===== src/rtl/fifo_link_pkg.sv =====
// Shared constants for the FIFO-fed serial transmitter: FSM encodings,
// datapath widths and the frame-length helper.
package fifo_link_pkg;

  localparam int unsigned STATE_W   = 3;
  localparam int unsigned DATA_W    = 8;
  localparam int unsigned IDX_W     = 3;
  localparam int unsigned BIT_CNT_W = 8;

  localparam logic [STATE_W-1:0] ST_IDLE   = 3'd0;
  localparam logic [STATE_W-1:0] ST_FETCH  = 3'd1;
  localparam logic [STATE_W-1:0] ST_LATCH  = 3'd2;
  localparam logic [STATE_W-1:0] ST_START  = 3'd3;
  localparam logic [STATE_W-1:0] ST_DATA   = 3'd4;
  localparam logic [STATE_W-1:0] ST_PARITY = 3'd5;
  localparam logic [STATE_W-1:0] ST_STOP   = 3'd6;

  // Start + 8 data + stop bits; the optional parity bit adds one more.
  localparam int unsigned FRAME_BITS_BASE = 10;

  // Clock cycles from START entry to STOP exit.
  function automatic int unsigned frame_cycles(input int unsigned clks_per_bit,
                                               input int unsigned parity_en);
    return clks_per_bit * (FRAME_BITS_BASE + parity_en);
  endfunction

endpackage


===== src/rtl/fifo_serial_tx_baud_tick_gen.sv =====
// Bit-period down-counter: loaded at frame start, reloads on each bit
// boundary and flags the last and next-to-last cycle of every bit.
module baud_tick_gen
  import fifo_link_pkg::*;
#(
  parameter int unsigned CLKS_PER_BIT = 4
) (
  input  logic i_clock,
  input  logic i_reset,
  input  logic i_load,
  input  logic i_run,
  output logic o_tick_c,
  output logic o_pre_tick_c
);

  localparam logic [BIT_CNT_W-1:0] RELOAD = BIT_CNT_W'(CLKS_PER_BIT - 1);

  logic [BIT_CNT_W-1:0] r_count;

  always_ff @(posedge i_clock) begin
    if (i_reset) begin
      r_count <= '0;
    end else if (i_load) begin
      r_count <= RELOAD;
    end else if (i_run) begin
      if (r_count == '0) begin
        r_count <= RELOAD;
      end else begin
        r_count <= r_count - BIT_CNT_W'(1);
      end
    end else begin
      r_count <= '0;
    end
  end

  // Pre-tick lets the parent register a pulse aligned with the final cycle.
  assign o_tick_c     = i_run && (r_count == '0);
  assign o_pre_tick_c = i_run && (r_count == BIT_CNT_W'(1));

endmodule


===== src/rtl/fifo_serial_tx.sv =====
// Pops one byte per frame from a registered-read FIFO and shifts it out
// LSB first as start / 8 data / optional even parity / stop.
module fifo_serial_tx
  import fifo_link_pkg::*;
#(
  parameter int unsigned CLKS_PER_BIT = 4,
  parameter int unsigned PARITY_EN    = 0
) (
  input  logic              i_clock,
  input  logic              i_reset,
  input  logic              i_enable,
  input  logic              i_fifo_empty,
  input  logic [DATA_W-1:0] i_fifo_data,
  output logic              o_fifo_rd,
  output logic              o_tx,
  output logic              o_busy,
  output logic              o_done
);

  logic [STATE_W-1:0] r_state;
  logic [DATA_W-1:0]  r_shift;
  logic               r_parity;
  logic [IDX_W-1:0]   r_idx;
  logic               r_tx;
  logic               r_fifo_rd;
  logic               r_busy;
  logic               r_done;

  logic [STATE_W-1:0] w_state_nxt;
  logic [DATA_W-1:0]  w_shift_nxt;
  logic               w_parity_nxt;
  logic [IDX_W-1:0]   w_idx_nxt;
  logic               w_tx_nxt;
  logic               w_fifo_rd_nxt;
  logic               w_busy_nxt;
  logic               w_done_nxt;

  logic               w_tick;
  logic               w_pre_tick;
  logic               w_baud_load;
  logic               w_baud_run;

  assign w_baud_load = (r_state == ST_LATCH);
  assign w_baud_run  = (r_state == ST_START) || (r_state == ST_DATA) ||
                       (r_state == ST_PARITY) || (r_state == ST_STOP);

  baud_tick_gen #(
    .CLKS_PER_BIT (CLKS_PER_BIT)
  ) u_baud_tick_gen (
    .i_clock      (i_clock),
    .i_reset      (i_reset),
    .i_load       (w_baud_load),
    .i_run        (w_baud_run),
    .o_tick_c     (w_tick),
    .o_pre_tick_c (w_pre_tick)
  );

  // State, datapath and output registers; outputs are precomputed from next state.
  always_ff @(posedge i_clock) begin
    if (i_reset) begin
      r_state   <= ST_IDLE;
      r_shift   <= '0;
      r_parity  <= 1'b0;
      r_idx     <= '0;
      r_tx      <= 1'b1;
      r_fifo_rd <= 1'b0;
      r_busy    <= 1'b0;
      r_done    <= 1'b0;
    end else begin
      r_state   <= w_state_nxt;
      r_shift   <= w_shift_nxt;
      r_parity  <= w_parity_nxt;
      r_idx     <= w_idx_nxt;
      r_tx      <= w_tx_nxt;
      r_fifo_rd <= w_fifo_rd_nxt;
      r_busy    <= w_busy_nxt;
      r_done    <= w_done_nxt;
    end
  end

  always_comb begin
    w_state_nxt   = r_state;
    w_shift_nxt   = r_shift;
    w_parity_nxt  = r_parity;
    w_idx_nxt     = r_idx;
    w_tx_nxt      = 1'b1;
    w_fifo_rd_nxt = 1'b0;
    w_busy_nxt    = 1'b0;
    w_done_nxt    = 1'b0;

    case (r_state)
      ST_IDLE: begin
        if (i_enable && !i_fifo_empty) begin
          w_state_nxt = ST_FETCH;
        end
      end
      ST_FETCH: begin
        w_state_nxt = ST_LATCH;
      end
      ST_LATCH: begin
        // FIFO read data is valid this cycle, one cycle after the pop.
        w_state_nxt  = ST_START;
        w_shift_nxt  = i_fifo_data;
        w_parity_nxt = ^i_fifo_data;
        w_idx_nxt    = '0;
      end
      ST_START: begin
        if (w_tick) begin
          w_state_nxt = ST_DATA;
          w_idx_nxt   = '0;
        end
      end
      ST_DATA: begin
        if (w_tick) begin
          if (r_idx == IDX_W'(7)) begin
            w_state_nxt = (PARITY_EN != 0) ? ST_PARITY : ST_STOP;
          end else begin
            w_idx_nxt   = r_idx + IDX_W'(1);
            w_shift_nxt = {1'b0, r_shift[DATA_W-1:1]};
          end
        end
      end
      ST_PARITY: begin
        if (w_tick) begin
          w_state_nxt = ST_STOP;
        end
      end
      ST_STOP: begin
        if (w_tick) begin
          w_state_nxt = ST_IDLE;
        end
      end
      default: begin
        w_state_nxt = ST_IDLE;
      end
    endcase

    case (w_state_nxt)
      ST_START:  w_tx_nxt = 1'b0;
      ST_DATA:   w_tx_nxt = w_shift_nxt[0];
      ST_PARITY: w_tx_nxt = w_parity_nxt;
      default:   w_tx_nxt = 1'b1;
    endcase

    w_fifo_rd_nxt = (w_state_nxt == ST_FETCH);
    w_busy_nxt    = (w_state_nxt != ST_IDLE);
    w_done_nxt    = (r_state == ST_STOP) && w_pre_tick;
  end

  assign o_tx      = r_tx;
  assign o_fifo_rd = r_fifo_rd;
  assign o_busy    = r_busy;
  assign o_done    = r_done;

endmodule


===== config.mk =====
export PLATFORM = sky130hd
export DESIGN_NAME = fifo_serial_tx
export DESIGN_NICKNAME = d
export VERILOG_FILES = /design/src/rtl/fifo_link_pkg.sv /design/src/rtl/fifo_serial_tx_baud_tick_gen.sv /design/src/rtl/fifo_serial_tx.sv
export SDC_FILE = /design/constraint.sdc
export NUM_CORES = 1
export LEC_CHECK = 0
export CORE_UTILIZATION = 49
export CTS_BUF_LIST = sky130_fd_sc_hd__clkbuf_16
export DETAILED_ROUTE_END_ITERATION = 16
export PLACE_DENSITY = 0.75
export SLEW_MARGIN = 20
export SYNTH_ARGS = -nofsm -noshare
export SYNTH_HDL_FRONTEND = slang
export SYNTH_SLANG_ARGS = --single-unit
export TNS_END_PERCENT = 50

===== constraint.sdc =====
create_clock -name i_clock -period 1.8 [get_ports i_clock]
set_input_delay 0.45 -clock i_clock [delete_from_list [all_inputs] [get_ports i_clock]]
set_output_delay 0.45 -clock i_clock [all_outputs]
set_load 0.02 [all_outputs]

# Word-level counts from Yosys, hierarchy flattened
# Index checks and enable logic that the tools add are counted.
dict set report classes {
  reduce_logical 17
  add_sub_neg 2
  bitwise 1
  n_eq_ne 15
  muxes 19
}
# operator count
set op_table {}
lappend op_table {{$mux W3} 9}
lappend op_table {{$pmux W3 S7} 1}
lappend op_table {{$eq A3 B3 Y1 const B} 6}
lappend op_table {{$mux W8} 2}
lappend op_table {{$pmux W8 S2} 1}
lappend op_table {{$eq A3 B2 Y1 const B} 3}
lappend op_table {{$pmux W3 S3} 1}
lappend op_table {{$eq A8 B1 Y1 const B} 1}
lappend op_table {{$logic_not A8 Y1} 1}
lappend op_table {{$reduce_xor A8 Y1} 1}
lappend op_table {{$sub A8 B1 Y8 const B} 1}
lappend op_table {{$eq A3 B1 Y1 const B} 2}
lappend op_table {{$mux W2} 3}
lappend op_table {{$reduce_bool A3 Y1} 2}
lappend op_table {{$logic_and A1 B1 Y1} 4}
lappend op_table {{$ne A2 B1 Y1 const B} 2}
lappend op_table {{$reduce_and A4 Y1} 1}
lappend op_table {{$reduce_or A4 Y1} 1}
lappend op_table {{$add A3 B1 Y3 const B} 1}
lappend op_table {{$logic_not A3 Y1} 1}
lappend op_table {{$logic_or A1 B1 Y1} 3}
lappend op_table {{$pmux W1 S3} 1}
lappend op_table {{$reduce_and A3 Y1} 1}
lappend op_table {{$ne A2 B2 Y1 const B} 1}
lappend op_table {{other kinds (4)} 4}
dict set report word_totals {
  register_bits 27
  output_inout_bits 4
  wordCells 65
  in_bits 12
}

# Depth between registers and ports, before layout
# Gate-level depths: netlist of run 1.
dict set report logic_depth {
  ltp_word 9
  ltp_mapped 8
  ltp_nobuf 8
}

# Modules after synthesis
# A second synthesis of run 1 with hierarchy kept.
dict set report unflattened {
  cells_unflattened 152
  area_unflattened_um2 1413.9
}
# mod cells_per_inst seq_area_each_um2 n_inst area_each_um2
set by_module_without_submodules {}
lappend by_module_without_submodules {fifo_serial_tx 105 380.4 1 968.4}
lappend by_module_without_submodules {baud_tick_gen 47 160.2 1 445.4}

# Least setup slack after synthesis of run 1
# Ideal clock, no wire load.
dict set report synth_timing {
  path_type {reg-to-reg}
  startpoint {reg r_idx[0]}
  endpoint {reg r_tx, in the netlist o_tx}
  setup_time_ps 121
  slack_ps 0
  path_stages_with_launch 9
  n_path_buf 0
  period_less_slack_ps 1800
  required_time_ps 1679
  t_arrival_ps 1679
  cell_sequence {dfxtp_1 > ha_1 > ha_1 > nor4b_1 > and4_1 > nor2_1 > a21oi_1 > and4b_1 > o31ai_2}
}
dict set report synth_via {
  elab_chain_cells 6
  elab_cells_between_ends 11
  classes_between {4 x eq/ne; 7 x mux}
}
# element line
set synth_lines {}
lappend synth_lines {{start, declared} fifo_serial_tx.sv:23} ;# logic [IDX_W-1:0] r_idx;
lappend synth_lines {{start signal, assigned} fifo_serial_tx.sv:73} ;# r_idx <= w_idx_nxt;
lappend synth_lines {{$eq A3 B3 Y1 (*)} fifo_serial_tx.sv:115} ;# if (r_idx == IDX_W'(7)) begin
lappend synth_lines {{$mux W3} fifo_serial_tx.sv:115}
lappend synth_lines {{$mux W3} fifo_serial_tx.sv:114} ;# if (w_tick) begin
lappend synth_lines {{$pmux W3 S7} fifo_serial_tx.sv:91} ;# case (r_state)
lappend synth_lines {{$eq A3 B3 Y1 or $eq A3 B2 Y1 (tied branches)} fifo_serial_tx.sv:138} ;# case (w_state_nxt)
lappend synth_lines {{$pmux W1 S3 (*)} fifo_serial_tx.sv:138}
lappend synth_lines {{end signal, assigned} fifo_serial_tx.sv:74} ;# r_tx <= w_tx_nxt;
lappend synth_lines {{end, declared} fifo_serial_tx.sv:24} ;# logic r_tx;
# Mark *: on every way between the ends. The rest lies on a longest branch, timed or not. The select of a mux whose other input is x is not followed.
# A chain may end at the register's enable or synchronous reset.

# Worst setup path in the final report of run 1
# Same ends and word-level chain as after synthesis.

==> results of run 1 <==
[area by class of cell]
type,instances,area share [%]
sequential,27,29.7
clock buffer,3,4.11
timing repair buffer,34,16.9
inverter,4,0.822
tap,30,2.05
multi-input combinational,114,46.1
clock inverter,1,0.274
[cells by family (layout without fill, tap and decap cells)]
family | after synthesis | count (layout)
and+or+nand+nor | 57 | 57
AOI/OAI and AO/OA | 39 | 39
DFF | 27 | 27
buffers and inverters | 13 | 42
xor gates and xnor gates | 12 | 12
adders and majority gates | 5 | 5
muxes | 1 | 1
[through the flow]
stage	utilization [%]	power [mW]	TNS, ps
6_report	71.2	1.43	0
5_1_grt	71.2	1.48	-213
4_1_cts	70.6	1.43	0
3_5_place_dp	64.7	0.923	-382
3_3_place_gp	64.7	0.913	-240
2_1_floorplan	-	0.822	0
[what timing repair did]
action | in CTS | in global routing
gates resized for setup | 14 | 3
endpoints found under the setup margin | 6 | 8
hold buffers | 0 | 0
pin swaps | 4 | 3
buffers inserted | 2 | 0
[registers in the layout (all words and copies together), names as in the netlist]
register	cells
r_shift	8
u_baud_tick_gen.r_count	8
r_idx	3
r_state	3
o_busy	1
o_done	1
o_fifo_rd	1
o_tx	1
r_parity	1
[cell usage after synthesis, types with 2 or more instances]
cell type	n
nand3_1	3
nor3_1	3
xnor2_1	10
nor3b_1	3
or3_1	2
inv_1	4
ha_1	5
nand4_1	2
and3_1	2
clkbuf_1	3
nor2_1	22
o21ai_0	3
buf_2	5
nand2_1	11
a22oi_1	7
a21oi_1	14
dfxtp_1	27
xor2_1	2
[worst max-delay path, stage by stage (launching register included)]
cell and delay [ps]:
dfxtp_2 340, ha_4 160, ha_4 160, nor4b_4 260
and4_4 260, a22o_1 140, a21oi_2 40, and4b_1 190
o31ai_2 160
[how the worst max path moves through the flow]
stage / startpoint / to / slack, ps / cells past startpoint
floorplan: r_idx[0] / o_tx / 10 / 8
global placement: i_fifo_data[0] / o_tx / -190 / 7
detailed placement: i_fifo_data[0] / o_tx / -230 / 7
CTS: u_baud_tick_gen.r_count[2] / o_tx / 6 / 6
global route: r_idx[0] / o_tx / -80 / 8
finish: r_idx[0] / o_tx / 10 / 8
[power by group]
part | switching [mW] | internal (mW) | total, mW
Combinational | 0.150 | 0.140 | 0.290
Sequential | 0.0145 | 0.622 | 0.637
Clock | 0.203 | 0.300 | 0.503
[routing by layer]
metal	GRT usage, %	share of wire (%)
met1	28.5	44
met2	40.2	52
met3	5.19	2.9
met4	2.50	0.58
met5	0	0
==> impl_results.md, run 1 <==
* RR Startpoint: r_idx[0]
* PD cells at roughly 800 nW/um2
* Critical setup path kind: flop to flop
* Post-Synth Adder-Cell Area at 4.55%
* Post-Synth XOR/XNOR Area at ~7.6%
* Synthesized area at 1380 um2
* Dpl cells at slightly above 200
* Avg Synthesized Cell Area at a little under 9 um2
* DP Area at ~1700 um2
* Final ANT Viol Nets at 0
* Predominant post-synthesis flop cell: dfxtp_1
* Setup ws final at around 14 ps
* Leak at around 0.74 nW
* I/O pin total at 16
* Most common cell after layout, fill and taps aside: dfxtp_1
* Post-Syn Nets at approximately 170
* Clk slew on worst S/H paths at approximately 70 ps
* WHS Endpoint: r_shift[4]
* # fillers at a little over 200
* Clk Latency, worst-skew pair at between 200 and 300 ps
* Die X at 55 um
* Hold Crit Depth at 2
* Yosys top cell by area: dfxtp_1
* Number of enable flip-flop cells after synthesis at 0
* Fin. Hold Viols at 0
* Required @ worst endpoint at roughly 2000 ps
* Asr flop ratio synth at 0%
* 1st-iter DRT viols at 37
* Flops & latches, synth at 27
* Ranking of synthesized cells by area: dfxtp_1 (39%), xnor2_1 (6.4%), nor2_1 (6.0%)
* Core footprint at between 2000 and 3000 um2
* Fraction of layout cells with a size suffix above 1 at 23.5%
* WHS at around 460 ps
* Clk_skew at between 3 and 4 ps
* Main combinational cell family by area after synthesis: simple AND/OR/NAND/NOR gates
* Gr ovfl total at 0
* Startpoint Class: flop
* Min-delay src: r_shift[4]
* Worst vdd ir at around 990 uV
* Gr usage total at between 20 and 25%
* Via/cell ratio at roughly 5.7
* Final std cells w/o fill at 213
* H-tree depth at 1
* Most frequent cells in the layout: dfxtp_1 (25), nor2_1 (21), buf_4 (17)
* DR DRC count at 0
* Place WS at -234 ps
* DP HPWL at approximately 2.2 mm
* NumNets Final at between 200 and 250
* Register area share after synthesis at 39.3%
* Worst-Margin Slew at 293 ps
* Root buffer cell: clkbuf_16
* Die area at 3030 um2
* Period utilization at 99.2%
* First-pass GRT wire length at 4.90 mm
* Crit path time final at about 1800 ps
* Row count at 18
* CP endpoint kind: flop
* RSZ-0062 raised after global routing: yes
* Multiplexer area fraction after synthesis at less than 1%
* Worst Hold Class: flop to flop
* Initial Utilization at between 50% and 60%
* Via Count at roughly 1,200
* R2R depth at 8
* Largest net degree at the start of global routing at 17
* Worst EP arrival at slightly below 2000 ps
* Sequential Area at 543 um2
* Area occupied by multi-input gates at around 840 um2
* Sink Count at 27
* Gp weighted congestion at roughly 0.8
* Initial antenna violation count at 0
* Setup violators final at 0
* Synthesized netlist cell count at 154
* Yosys warns at 0
* Synth cell types at 44
* Simple-gate portion of the synthesized area at roughly 22%
* Ant diodes at 0
* TritonRoute pass-1 iters at 4
* Port buffer count at 15
* R2r setup slk at about 14 ps
* Reg2reg end: o_tx
* Fmax achieved at ~560 MHz
* CP max FO at 3
* Drt total wl at about 3.1 mm
* Compound-cell area share of the yosys netlist at a little over a fifth
* Drt wl/cell at 14.6 um
* Die height at 55 um
* Post-route cell area at 1830 um2
* Clock buffer count from CTS at 3
* Area delta synth->final at 32.7%
* Final slew viol count at 0
* CTS tree: built
* Number of global-route vias before repair at approximately 1,100
* Post-synth top area share at between 30% and 40%
* Status: finished clean
* Max Cap Viol at 0
* Max-slew headroom at about four fifths
* CTS max path bufs at 2
Note: power is estimated with default switching activity, not from simulation.
==> run 2: changes to the inputs <==
--- a/config.mk
+++ b/config.mk
@@ -5,10 +5,13 @@
 export SDC_FILE = /design/constraint.sdc
 export NUM_CORES = 1
 export LEC_CHECK = 0
-export CORE_UTILIZATION = 49
+export CORE_MARGIN = 2
+export CORE_UTILIZATION = 55
 export CTS_BUF_LIST = sky130_fd_sc_hd__clkbuf_16
 export DETAILED_ROUTE_END_ITERATION = 16
-export PLACE_DENSITY = 0.75
+export DONT_BUFFER_PORTS = 1
+export PLACE_DENSITY = 0.74
+export REMOVE_ABC_BUFFERS = 1
 export SLEW_MARGIN = 20
 export SYNTH_ARGS = -nofsm -noshare
 export SYNTH_HDL_FRONTEND = slang
==> run 2 against run 1 <==
  * Maximum frequency shrank 0.78%
  * Final area shrank 9.9%
  * Sequential cell count unchanged
  * First-iteration DRC count down 5.4%
  * Sequential share of layout area grew 3.3 points
  * Critical path type unchanged
  * Highest routed layer unchanged
==> impl_results.md, run 2 (synthesis gave the netlist of run 1 again) <==
* Status: finished clean (unchanged)
* I/O pin total at 16 (unchanged)
* Sink Count at 27 (unchanged)
* Largest net degree at the start of global routing at 19 (was 17)
* M3 GR Usage at 4.44% (was 5.19%)
* Worst vdd ir at 771 uV (was 986 uV)
* Clk Latency, worst-skew pair at 260 ps (about the same)
* Row count at 18 (unchanged)
* Clock share of power at 35.9% (was 35.2%)
* Leak at 0.678 nW (was 0.744 nW)
* 1st-iter DRT viols at 35 (was 37)
* Drt wl/cell at 15.5 um (was 14.6 um)
* Most frequent cells in the layout: dfxtp_1 (25), nor2_1 (22), buf_4 (18) (was dfxtp_1 (25), nor2_1 (21), buf_4 (17))
* CP startpoint: r_idx[0] (unchanged)
* Fin. Hold Viols at 0 (unchanged)
* Clk_skew at 3.60 ps (was 3.00 ps)
* Worst Hold Class: input port to flop (was flop to flop)
* Fraction of layout cells with a size suffix above 1 at 23.4% (was 23.5%)
* DP HPWL at 2.14 mm (was 2.19 mm)
* Worst EP arrival at 1980 ps (was 1970 ps)
* GR peak layer: met2 (unchanged)
* # hold bufs at CTS at 0 (unchanged)
* Die area at 2920 um2 (was 3030 um2)
* PD cells at 836 nW/um2 (was 782 nW/um2)
* Register share of total power at 47.2% (was 44.6%)
* CTS tree: built (unchanged)
* Die height at 54.0 um (was 55 um)
* Sw power at 0.349 mW (was 0.367 mW)
* Most common cell after layout, fill and taps aside: dfxtp_1 (unchanged)
* Largest regs: r_shift (8), u_baud_tick_gen.r_count (8) (unchanged)
* Max-slew headroom at 77.6% (was 80.3%)
* Crit path time final at 1800 ps (was 1790 ps)
* Min-delay src: i_reset (was r_shift[4])
* Critical setup path kind: flop to flop (unchanged)
* Final std cells w/o fill at 197 (was 213)
* Clk slew on worst S/H paths at 60 ps (was 70 ps)
* Fmax achieved at 556 MHz (was 560 MHz)
* Final ANT Viol Nets at 0 (unchanged)
* RR Startpoint: r_idx[0] (unchanged)
* Number of global-route vias before repair at 1,093 (was 1,109)
* Gr ovfl total at 0 (unchanged)
* Via Count at 1,142 (was 1,214)
* Sw Ratio at 25.4% (was 25.7%)
* Core footprint at 2430 um2 (was 2570 um2)
* CP endpoint kind: flop (unchanged)
* Port buffer count at 0 (was 15)
* DR DRC count at 0 (unchanged)
* Dpl cells at 193 (was 207)
* NumNets Final at 185 (was 201)
* TritonRoute pass-1 iters at 4 (unchanged)
* CTS max path bufs at 2 (unchanged)
* R2R depth at 8 (unchanged)
* Pwr Total at 1.37 mW (was 1.43 mW)
* Clock buffer count from CTS at 3 (unchanged)
* Ant diodes at 0 (unchanged)
* CP max FO at 4 (was 3)
* Setup ws final at 0.266 ps (was 14.3 ps)
* Root buffer cell: clkbuf_16 (unchanged)
* Met1 Usage GRT at 28.1% (was 28.5%)
* Startpoint Class: flop (unchanged)
* Worst-Margin Slew at 336 ps (was 293 ps)
* Gate power share at 16.9% (was 20.3%)
* Period utilization at 100% (was 99.2%)
* Area delta synth->final at 19.5% (was 32.7%)
* Required @ worst endpoint at 1980 ps (about the same)
* Initial Utilization at 56.6% (was 53.6%)
* Place WS at -104 ps (was -234 ps)
* Setup violators final at 0 (unchanged)
* First-pass GRT wire length at 4.62 mm (was 4.90 mm)
* Max Cap Viol at 0 (unchanged)
* Initial antenna violation count at 0 (unchanged)
* RSZ-0062 raised after global routing: yes (unchanged)
* Gr usage total at 22.1% (was 22.6%)
* Via/cell ratio at 5.80 (was 5.70)
* Drt total wl at 3.06 mm (was 3.12 mm)
* Met2 Use GR at 36.2% (was 40.2%)
* Die X at 54.0 um (was 55 um)
* Hold Crit Depth at 1 (was 2)
* Internal power at 1.03 mW (was 1.06 mW)
* Final slew viol count at 0 (unchanged)
* Gp weighted congestion at 0.866 (was 0.797)
* H-tree depth at 1 (unchanged)
run 2: changes by cell type in the layout (fill, tap and decap cells not counted), sizes merged:
cell	previous run	this run
inv	4	5
buf	19	18
clkdlybuf4s50	15	0
clkinv	1	0
run 2: final cells by class:
class / instances / area (um2)
multi-input cells: 114 / 836
fillers: 199 / 787
flip-flops and latches: 27 / 543
repair buffers: 18 / 135
clock buffers: 3 / 75.1
well taps: 30 / 37.5
inverters: 4 / 15.0
clock inverters: 1 / 3.75
run 2: metal layers:
layer / up-vias / share of wire [%]
li1: 571 / -
met1: 552 / 45
met2: 17 / 51
met3: 2 / 3.0
met4: 0 / 0.33
met5: - / 0
run 2: final timing paths:
check,slack [ps],end
max,0.3,o_tx
min,250,r_shift[2]
max reg2reg,0.3,o_tx
min reg2reg,460,r_shift[5]
run 2: repair_timing:
| action | CTS | global route |
|---|---|---|
| gates resized for setup | 3 | 11 |
| buffers inserted | 1 | 0 |
| endpoints found under the setup margin | 1 | 12 |
| cloned | 0 | 0 |
| pin swaps | 3 | 4 |
run 2: critical path, cell delays in order (launching register included):
cell and delay [ps]:
dfxtp_2 330, ha_2 190, ha_4 170, nor4b_4 200, and4_4 270, a22o_1 160
a21oi_2 50, and4b_1 180, o31ai_2 170
run 2: metrics by stage:
| stage | utilization [%] | hold WS, ps | setup TNS (ps) | instance area, um2 |
|---|---|---|---|---|
| global placement | 61.9 | 440 | 0 | 1510 |
| detailed placement | 61.9 | 452 | -104 | 1510 |
| finish | 67.6 | 249 | 0 | 1650 |
| floorplan | - | 430 | -1290 | 1330 |
| global route | 67.6 | 241 | -161 | 1650 |
| CTS | 65.9 | 246 | -39.2 | 1600 |
run 2: power groups by stage:
stage / clock [mW] / combinational, mW / sequential (mW)
finish: 0.494 / 0.232 / 0.649
global route: 0.522 / 0.253 / 0.651
CTS: 0.508 / 0.217 / 0.647
detailed placement: 0 / 0.214 / 0.659
global placement: 0 / 0.208 / 0.659
floorplan: 0 / 0.144 / 0.664
